$ cat src/rtl/cdb_arbiter_pkg.sv
// Shared types and helpers for the common-data-bus arbiter.
// Requester indices double as the CDB source tag carried with every beat.
package cdb_arbiter_pkg;

  localparam int SRC_W = 2;

  typedef enum logic [SRC_W-1:0] {
    CDB_SRC_ALU = 2'd0,
    CDB_SRC_LSB = 2'd1,
    CDB_SRC_MUL = 2'd2
  } cdb_src_e;

  // Advance a round-robin index, wrapping at n so it never reaches n.
  function automatic logic [SRC_W-1:0] rr_next(input logic [SRC_W-1:0] idx, input int n);
    if (int'(idx) >= n - 1) begin
      return '0;
    end
    return idx + SRC_W'(1);
  endfunction

endpackage

$ cat src/rtl/cdb_rr_picker.sv
// Combinational round-robin scan: first valid candidate at or after rr_ptr_i wins.
// Produces a one-hot grant, its index and an any-grant flag.
module cdb_rr_picker
  import cdb_arbiter_pkg::*;
#(
  parameter int N_REQ = 3
) (
  input  logic [N_REQ-1:0] cand_valid_i,
  input  logic [SRC_W-1:0] rr_ptr_i,
  output logic [N_REQ-1:0] grant_o,
  output logic [SRC_W-1:0] winner_o,
  output logic             any_grant_o
);

  logic found;

  always_comb begin
    grant_o     = '0;
    winner_o    = '0;
    any_grant_o = 1'b0;
    found       = 1'b0;
    // Outer loop is scan distance from rr_ptr; the first hit stops further grants.
    for (int k = 0; k < N_REQ; k++) begin
      for (int i = 0; i < N_REQ; i++) begin
        if (!found && cand_valid_i[i] && (i == ((int'(rr_ptr_i) + k) % N_REQ))) begin
          found       = 1'b1;
          grant_o[i]  = 1'b1;
          winner_o    = SRC_W'(i);
          any_grant_o = 1'b1;
        end
      end
    end
  end

endmodule

$ cat src/rtl/cdb_arbiter.sv
// Common data bus arbiter: one holding register per requester, round-robin pick,
// registered CDB beat feeding the ROB result port and operand wakeup.
module cdb_arbiter
  import cdb_arbiter_pkg::*;
#(
  parameter int N_REQ     = 3,
  parameter int ROB_POS_W = 4,
  parameter int DATA_W    = 32
) (
  input  logic                       clk,
  input  logic                       rst,
  input  logic                       rdy,
  input  logic                       rollback,
  input  logic [N_REQ-1:0]           req_valid,
  output logic [N_REQ-1:0]           req_ready,
  input  logic [N_REQ*ROB_POS_W-1:0] req_rob_pos,
  input  logic [N_REQ*DATA_W-1:0]    req_val,
  input  logic [N_REQ-1:0]           req_jump,
  input  logic [N_REQ*DATA_W-1:0]    req_pc,
  output logic                       cdb_valid,
  output logic [ROB_POS_W-1:0]       cdb_rob_pos,
  output logic [DATA_W-1:0]          cdb_val,
  output logic                       cdb_jump,
  output logic [DATA_W-1:0]          cdb_pc,
  output logic [1:0]                 cdb_src
);

  logic [N_REQ-1:0]     hold_valid_q;
  logic [N_REQ-1:0]     hold_valid_d;
  logic [ROB_POS_W-1:0] hold_pos_q  [N_REQ];
  logic [DATA_W-1:0]    hold_val_q  [N_REQ];
  logic                 hold_jump_q [N_REQ];
  logic [DATA_W-1:0]    hold_pc_q   [N_REQ];

  logic [ROB_POS_W-1:0] live_pos  [N_REQ];
  logic [DATA_W-1:0]    live_val  [N_REQ];
  logic [DATA_W-1:0]    live_pc   [N_REQ];

  logic [ROB_POS_W-1:0] cand_pos  [N_REQ];
  logic [DATA_W-1:0]    cand_val  [N_REQ];
  logic                 cand_jump [N_REQ];
  logic [DATA_W-1:0]    cand_pc   [N_REQ];

  logic [N_REQ-1:0] cand_valid;
  logic [N_REQ-1:0] grant;
  logic [N_REQ-1:0] xfer;
  logic [N_REQ-1:0] load_en;
  logic [SRC_W-1:0] winner;
  logic             any_grant;
  logic             enable;

  logic [SRC_W-1:0]     rr_ptr_q, rr_ptr_d;
  logic                 cdb_valid_q;
  logic [ROB_POS_W-1:0] cdb_pos_q, cdb_pos_d;
  logic [DATA_W-1:0]    cdb_val_q, cdb_val_d;
  logic                 cdb_jump_q, cdb_jump_d;
  logic [DATA_W-1:0]    cdb_pc_q, cdb_pc_d;
  logic [SRC_W-1:0]     cdb_src_q;

  assign enable = rdy & ~rollback & ~rst;

  generate
    for (genvar gi = 0; gi < N_REQ; gi++) begin : g_req
      assign live_pos[gi] = req_rob_pos[gi*ROB_POS_W +: ROB_POS_W];
      assign live_val[gi] = req_val[gi*DATA_W +: DATA_W];
      assign live_pc[gi]  = req_pc[gi*DATA_W +: DATA_W];

      // A held result always outranks the live input of the same requester.
      assign cand_valid[gi] = hold_valid_q[gi] | req_valid[gi];
      assign cand_pos[gi]   = hold_valid_q[gi] ? hold_pos_q[gi]  : live_pos[gi];
      assign cand_val[gi]   = hold_valid_q[gi] ? hold_val_q[gi]  : live_val[gi];
      assign cand_jump[gi]  = hold_valid_q[gi] ? hold_jump_q[gi] : req_jump[gi];
      assign cand_pc[gi]    = hold_valid_q[gi] ? hold_pc_q[gi]   : live_pc[gi];

      assign req_ready[gi] = enable & (~hold_valid_q[gi] | grant[gi]);
      assign xfer[gi]      = req_valid[gi] & req_ready[gi];

      // Store every accepted result except one that goes straight onto the bus.
      assign load_en[gi]      = xfer[gi] & (hold_valid_q[gi] | ~grant[gi]);
      assign hold_valid_d[gi] = load_en[gi] | (hold_valid_q[gi] & ~grant[gi]);
    end
  endgenerate

  cdb_rr_picker #(
    .N_REQ(N_REQ)
  ) u_picker (
    .cand_valid_i(cand_valid),
    .rr_ptr_i    (rr_ptr_q),
    .grant_o     (grant),
    .winner_o    (winner),
    .any_grant_o (any_grant)
  );

  always_comb begin
    cdb_pos_d  = '0;
    cdb_val_d  = '0;
    cdb_jump_d = 1'b0;
    cdb_pc_d   = '0;
    for (int i = 0; i < N_REQ; i++) begin
      cdb_pos_d  = cdb_pos_d  | ({ROB_POS_W{grant[i]}} & cand_pos[i]);
      cdb_val_d  = cdb_val_d  | ({DATA_W{grant[i]}}    & cand_val[i]);
      cdb_jump_d = cdb_jump_d | (grant[i]              & cand_jump[i]);
      cdb_pc_d   = cdb_pc_d   | ({DATA_W{grant[i]}}    & cand_pc[i]);
    end
  end

  assign rr_ptr_d = any_grant ? rr_next(winner, N_REQ) : rr_ptr_q;

  always_ff @(posedge clk) begin
    if (rst || rollback) begin
      hold_valid_q <= '0;
      for (int i = 0; i < N_REQ; i++) begin
        hold_pos_q[i]  <= '0;
        hold_val_q[i]  <= '0;
        hold_jump_q[i] <= 1'b0;
        hold_pc_q[i]   <= '0;
      end
    end else if (rdy) begin
      hold_valid_q <= hold_valid_d;
      for (int i = 0; i < N_REQ; i++) begin
        if (load_en[i]) begin
          hold_pos_q[i]  <= live_pos[i];
          hold_val_q[i]  <= live_val[i];
          hold_jump_q[i] <= req_jump[i];
          hold_pc_q[i]   <= live_pc[i];
        end
      end
    end
  end

  always_ff @(posedge clk) begin
    if (rst || rollback) begin
      cdb_valid_q <= 1'b0;
      cdb_pos_q   <= '0;
      cdb_val_q   <= '0;
      cdb_jump_q  <= 1'b0;
      cdb_pc_q    <= '0;
      cdb_src_q   <= '0;
      rr_ptr_q    <= '0;
    end else if (rdy) begin
      cdb_valid_q <= any_grant;
      rr_ptr_q    <= rr_ptr_d;
      // Idle cycles keep the last beat's fields; only the valid pulse drops.
      if (any_grant) begin
        cdb_pos_q  <= cdb_pos_d;
        cdb_val_q  <= cdb_val_d;
        cdb_jump_q <= cdb_jump_d;
        cdb_pc_q   <= cdb_pc_d;
        cdb_src_q  <= winner;
      end
    end
  end

  assign cdb_valid   = cdb_valid_q;
  assign cdb_rob_pos = cdb_pos_q;
  assign cdb_val     = cdb_val_q;
  assign cdb_jump    = cdb_jump_q;
  assign cdb_pc      = cdb_pc_q;
  assign cdb_src     = cdb_src_q;

endmodule

$ cat config.mk
export PLATFORM = sky130hd
export DESIGN_NAME = cdb_arbiter
export DESIGN_NICKNAME = d
export VERILOG_FILES = /design/src/rtl/cdb_arbiter_pkg.sv /design/src/rtl/cdb_rr_picker.sv /design/src/rtl/cdb_arbiter.sv
export SDC_FILE = /design/constraint.sdc
export NUM_CORES = 1
export LEC_CHECK = 0
export ABC_AREA = 1
export CAP_MARGIN = 20
export CORE_MARGIN = 2
export CORE_UTILIZATION = 25
export CTS_CLUSTER_DIAMETER = 80
export CTS_CLUSTER_SIZE = 8
export DETAILED_ROUTE_END_ITERATION = 10
export GPL_ROUTABILITY_DRIVEN = 0
export SYNTH_ARGS = -nofsm -noshare
export SYNTH_HDL_FRONTEND = slang
export SYNTH_HIERARCHICAL = 1
export SYNTH_SLANG_ARGS = --single-unit
$ cat constraint.sdc
create_clock -name clk -period 6.55 [get_ports clk]
set_input_delay 1.965 -clock clk [delete_from_list [all_inputs] [get_ports clk]]
set_output_delay 1.965 -clock clk [all_outputs]
set_load 0.05 [all_outputs]
# Word level (Yosys, flattened, before mapping)
# Memories as Yosys holds them, arrays and structs flattened.
# Cells that the tools add are included.
# W data, S select, Z words.
# classes
bitwise_logic	66
magnitude_cmp	1
n_mux	66
reduce_logical	30
n_eq_ne	6
div	3
addsub	3
# ops
operator	n
$mux W32	12
$and A32 B32 Y32	6
$or A32 B32 Y32	4
$eq A2 B32 Y1 const A	3
$eq A3 B32 Y1 const A	3
$logic_not A32 Y1	3
$mod A32 B3 Y32 const B	2
$mux W1	39
$mod A3 B3 Y32 const B	1
$or A1 B1 Y1	26
$mux W4	6
$mux W2	9
$and A1 B1 Y1	17
$logic_and A1 B1 Y1	17
$and A4 B4 Y4	3
$logic_not A1 Y1	8
$not A1 Y1	8
$or A4 B4 Y4	2
$add A2 B1 Y3 const B	1
$add A2 B2 Y3 const B	1
$add A2 B1 Y2 const B	1
$ge A2 B2 Y1 const B	1
$reduce_and A2 Y1	1
$logic_or A1 B1 Y1	1
# word_totals
elab_cells	187
out_inout_bits	75
ramBits	207
n_memories	4
ff_bits	77
inputBits	214
# mem_list
name	words	word_bits	read_ports	rd_clocked_by_memory_dff	wr	line	text
hold_pc_q	3	32	3	0	3	cdb_arbiter.sv:33	logic [DATA_W-1:0] hold_pc_q [N_REQ];
hold_val_q	3	32	3	0	3	cdb_arbiter.sv:31	logic [DATA_W-1:0] hold_val_q [N_REQ];
hold_pos_q	3	4	3	0	3	cdb_arbiter.sv:30	logic [ROB_POS_W-1:0] hold_pos_q [N_REQ];
hold_jump_q	3	1	3	0	3	cdb_arbiter.sv:32	logic hold_jump_q [N_REQ];

# Logic depth before layout (Yosys ltp)
# logic_depth
word_depth	45
depth_mapped	21
depth_no_buf	17

# Modules after synthesis
# The synthesis kept the hierarchy.
# by_module_without_submodules
mod	n_inst	area_per_inst_um2	seq_area_each_um2	cells_each
cdb_arbiter	1	14537.7	7757.4	1833
cdb_rr_picker	1	181.4	0.0	36

# Least setup slack after synthesis
# Ideal clock, no wire load.
# synth_path
path_kind	in2reg
startpoint	input req_valid[0]
endpoint	memory hold_jump_q[2][0] (netlist: hold_jump_q[0][2]), enable pin
stages	13
path_slack_ns	0.839
arrival_time_ns	5.283
required_time_ns	6.121
path_buffers	1
setup_time_ns	0.429
cell_sequence	or2_2 nand2_1 nand2_1 a21oi_2 nand3_2 nor2_2 nand3_1 nand2_1 buf_2 nor2_1 nor2_2 nand2_1 nand2_1
# synth_lines
element	line	text
from (decl)	cdb_arbiter.sv:14	input logic [N_REQ-1:0] req_valid,
to (decl)	cdb_arbiter.sv:32	

# Final worst setup path
# layout_path
startpoint	input req_valid[0]
endpoint	output req_ready[1]
# layout_via
elab_chain_cells	33
word_cells_on_any_way	35
cone_classes	mux: 10; bitwise: 3; reduce/logical: 22
# layout_lines
element	line	text
$or A1 B1 Y1 *	cdb_arbiter.sv:69	assign cand_valid[gi] = hold_valid_q[gi] | req_valid[gi];
via cand_valid[0]	cdb_arbiter.sv:44	logic [N_REQ-1:0] cand_valid;
$logic_and A1 B1 Y1	cdb_rr_picker.sv:25	if (!found && cand_valid_i[i] && (i == ((int'(rr_ptr_i) + k) % N_REQ))) begin
$mux W1	cdb_rr_picker.sv:25	
$logic_not A1 Y1	cdb_rr_picker.sv:25	
$logic_and A1 B1 Y1 (2 in a row)	cdb_rr_picker.sv:25	
$mux W1	cdb_rr_picker.sv:25	
$logic_not A1 Y1	cdb_rr_picker.sv:25	
(+16 left out)	--	
$logic_and A1 B1 Y1 (2 in a row)	cdb_rr_picker.sv:25	
$mux W1	cdb_rr_picker.sv:25	
$logic_not A1 Y1	cdb_rr_picker.sv:25	
$logic_and A1 B1 Y1 (2 in a row)	cdb_rr_picker.sv:25	
$mux W1 *	cdb_rr_picker.sv:25	
via grant[1]	cdb_arbiter.sv:45	logic [N_REQ-1:0] grant;
$or A1 B1 Y1 *	cdb_arbiter.sv:75	assign req_ready[gi] = enable & (~hold_valid_q[gi] | grant[gi]);
$and A1 B1 Y1 *	cdb_arbiter.sv:75	
to (decl)	cdb_arbiter.sv:15	output logic [N_REQ-1:0] req_ready,
# Mark *: on every way through the listed nets, which the timed path passes. The rest lies on a longest branch.

==> results.env <==
RUN_STATUS='finished clean'
YOSYS_REGISTER_BITS=284
SETUP.WORST_PATH.START_CLASS='input pin'
SYNTH_EDF_COUNT=207
GRT_FIRST_PASS_WIRELENGTH_UM=69700
GRT_ANTENNA_BEFORE_REPAIR=4
POST_CTS.REPAIR.SETUP_BUFFERS=0
DRC_ERRORS=0
SYNTH.DISTINCT_CELLS=31
PRE_CTS_SLACK_NS=0.539
CTS_NUM_SINKS=284
CHIPWIDTH_UM=247
SYNTH_TOP_CELL_BY_AREA='edfxtp_1'
FIN_NETS=2319
DR_TOTAL_VIAS=12700
WORSTREGTOREGCELLS=14
TRITONCTS='built'
FINAL_COUNT_OF_HOLD_TIMING_VIOLATIONS=0
CTS-HTREE-LEVELS=2
CTS-ROOT-TO-SINK-BUFFERS=3
WORST_R2R_STARTPOINT='hold_valid_q[2]$_SDFFE_PP0P_'
YS_WARN_COUNT=6
ASYNC_SET_RESET_FLOP_SHARE_OUT_OF_SYNTHESIS_PCT=0
HOLDPATHSTAGES=2
SYN_AREA_SQ_UM=14700
POST_SYNTH_INST_COUNT=1869
INSERTION_DELAY_NS=0.55
RSZ0062_AT_GRT='false'
FIRST_GLOBAL_VIAS=12400
TIMING.CRITICAL_PATH.TO_TYPE='output pin'
FINISH.UTILIZATION_PCT=33.7
FIRST_ITER_VIOLATIONS=671
AREAGROWTHSYNTHTOFINISH_PCT=32.6
FINAL_MAX_SLEW_VIOL_COUNT=0
PERIOD_MINUS_SLACK_NS=6.08
DATA_REQUIRED_TIME_OF_THE_WORST_PATH_NS=4.59
ANTENNA_VIOLATING_NETS_POST_ROUTE=0
N_FILL_CELL=6092
HOLD_PATH.CLASS='flip-flop to flip-flop'
COUNT_OF_HOLD_BUFFERS_INSERTED_BY_POST_CTS_REPAIR=0
TIMING.RR.END='hold_pc_q[0][73]$_SDFFCE_PN0P_'
ACTUAL_SLEW_AT_THE_WORST_MAX_SLEW_PIN_NS=1.02
COREAREA_SQ_UM=57900
POST-ROUTE-PERIOD-UTIL_PCT=92.8
YS_SEQ_AREA_SHARE_PCT=52.7
WORSTPATHMAXFANOUT=3
IO_PINS=289
TIMING.FINAL.WS_SETUP_NS=0.475
CLKSLEWWORSTSETUPHOLDPATHS_NS=0.05
DIE_OUTLINE_HEIGHT_UM=247
CTS_RESIZED=0
PLACE_HPWL_UM=28300
MIN_DELAY_WORST_ENDPOINT='cdb_valid$_SDFFE_PP0P_'
GRT_UTIL_ALL_LAYERS_PCT=14.7
TIMING.HOLD.WS_NS=0.466
GLOBALROUTE.TOTALOVERFLOW=0
POSTSYNTHNETCOUNT=2085
REGTOREGSETUPSLACK_NS=2.59
CELL_TYPES_OCCUPYING_THE_MOST_AREA_AFTER_SYNTHESIS='edfxtp_1 (42%), nand2_1 (13%), dfxtp_1 (10%)'
FINAL_DESIGN_AREA_NO_FILL_SQ_UM=19500
PORT_BUFFERS=288
VDD_DROP_MAX_mV=0.154
SLEW_HEADROOM_PCT=32.3
ACHIEVABLE-FREQUENCY_MHz=165
P_LEAK_nW=8.65
HOLDCRITSTARTPOINT='cdb_valid$_SDFFE_PP0P_'
SYN_AREA_PER_CELL_SQ_UM=7.88
SYNTH-MAIN-FF-CELL='edfxtp_1'
ROWS=88
WORST_CLOCK_SKEW_NS=0.0123
FINAL_LAYOUT_SIZE_SUFFIX_GT1_SHARE_PCT=10.4
VIA_PER_INST=4.37
ARRIVAL_TIME_WORST_ENDPOINT_NS=4.11
CLK_ROOT_BUFFER_CELL='clkbuf_16'
SETUP.WORST_PATH.CLASS='input pin to output pin'
DIE-AREA_SQ_UM=60800
FIN_SETUP_TNS_NS=0
POWER_DENSITY_nW_PER_UM2=258
MAXIMUM_CAPACITANCE_VIOLATIONS=0
GRT_MAX_DEGREE=108
SETUP_VIOL=0
CTS_BUFFERS=42
POST_DRT_WL_PER_CELL_UM=15.6
FINALWIRELENGTH_UM=45300
SYNTHDOMINANTCELLAREASHARE_PCT=42.2
PLACEMENT.CELL_AREA_SQ_UM=18200
INITIAL_CORE_UTIL_PCT=25.4
DETAILEDROUTE.FIRSTPASSITERATIONCOUNT=5
## flip-flops by register name, indices dropped and copies added, names as in the netlist, 3 cells and up
signal        flops
hold_pos_q       12
cdb_rob_pos       4
hold_valid_q      3
hold_pc_q        96
hold_val_q       96
cdb_val          32
hold_jump_q       3
cdb_pc           32
## metrics by stage
stage,cells,power (W)
2_1_floorplan,1869,0.00261
3_3_place_gp,2823,0.00294
3_5_place_dp,2823,0.00295
4_1_cts,2898,0.00512
5_1_grt,2902,0.00528
6_report,2903,0.00504
## layout make-up
type	count	area (sq um)	share of cell area [%]
Multi-Input combinational cell	1110	5030	25.8
Clock buffer	73	1250	6.42
Sequential cell	284	7770	39.8
Antenna cell	4	10.0	0.0513
Timing Repair Buffer	305	3110	15.9
Inverter	360	1350	6.94
Clock inverter	2	35.0	0.179
Tap cell	765	957	4.90
## synthesized netlist by cell type (all sizes together) (2+ instances only)
cell type / number
a21oi: 6
buf: 61
clkbuf: 54
dfxtp: 77
edfxtp: 207
ha: 2
inv: 360
nand2: 515
nand3: 6
nor2: 292
o211ai: 139
o21ai: 144
## routing by layer
metal,vias to the layer above,global-route usage (%),part of all wire [%]
met2,400,24.5,47
met4,2,5.24,2.8
met1,5859,18.7,43
met5,-,0,0.027
li1,6329,-,-
met3,83,3.13,6.4
## power by group
group	internal, W	switching, W
Clock	0.00132	0.000806
Sequential	0.00206	0.0000463
Combinational	0.000307	0.000503
Total	0.00369	0.00135
## worst max-delay path, cell delays in order
cell and delay (ns):
clkdlybuf4s50_1 0.43, or2_2 0.31, nand2_1 0.12, nand2_1 0.09, a21oi_2 0.16, nand3_2 0.16, nor2_2 0.15, nand3_1 0.11
nand2_1 0.11, inv_2 0.04, nand2_1 0.05, nand2_1 0.08, nor2_2 0.12, buf_4 0.22
## worst max path at each step
stage	slack, ns	endpoint	start	cells past startpoint
after detailed placement	0.54	req_ready[1]	req_valid[0]	14
after global routing	0.37	req_ready[1]	req_valid[0]	14
final	0.47	req_ready[1]	req_valid[0]	14
after CTS	0.54	req_ready[1]	req_valid[0]	14
after global placement	0.59	req_ready[1]	req_valid[0]	14
after floorplan	0.84	hold_jump_q[0][2]$_SDFFCE_PN0P_	req_valid[0]	13
## cells in the final DEF (no fill, tap or decap), drive strengths merged, types with 4 or more instances in the layout
cell / Yosys / final
nand2: 515 / 515
inv: 360 / 360
nor2: 292 / 292
clkdlybuf4s50: 0 / 285
edfxtp: 207 / 207
o21ai: 144 / 144
o211ai: 139 / 139
dfxtp: 77 / 77
clkbuf: 54 / 73
buf: 61 / 20
a21oi: 6 / 6
nand3: 6 / 6
diode: 0 / 4
## cell families (layout without fill, tap and decap cells)
group | count (synthesis) | count (layout) | synth area share (%)
AO/OA/AOI/OAI | 292 | 292 | 12.4
adder cells (fa/ha/maj) | 2 | 2 | 0.170
buffers and inverters | 475 | 740 | 13.4
flip-flops | 284 | 284 | 52.7
other | 0 | 4 | 0
AND/OR/NAND/NOR | 816 | 816 | 21.3
No activity file was read; power rests on OpenSTA's default activity.
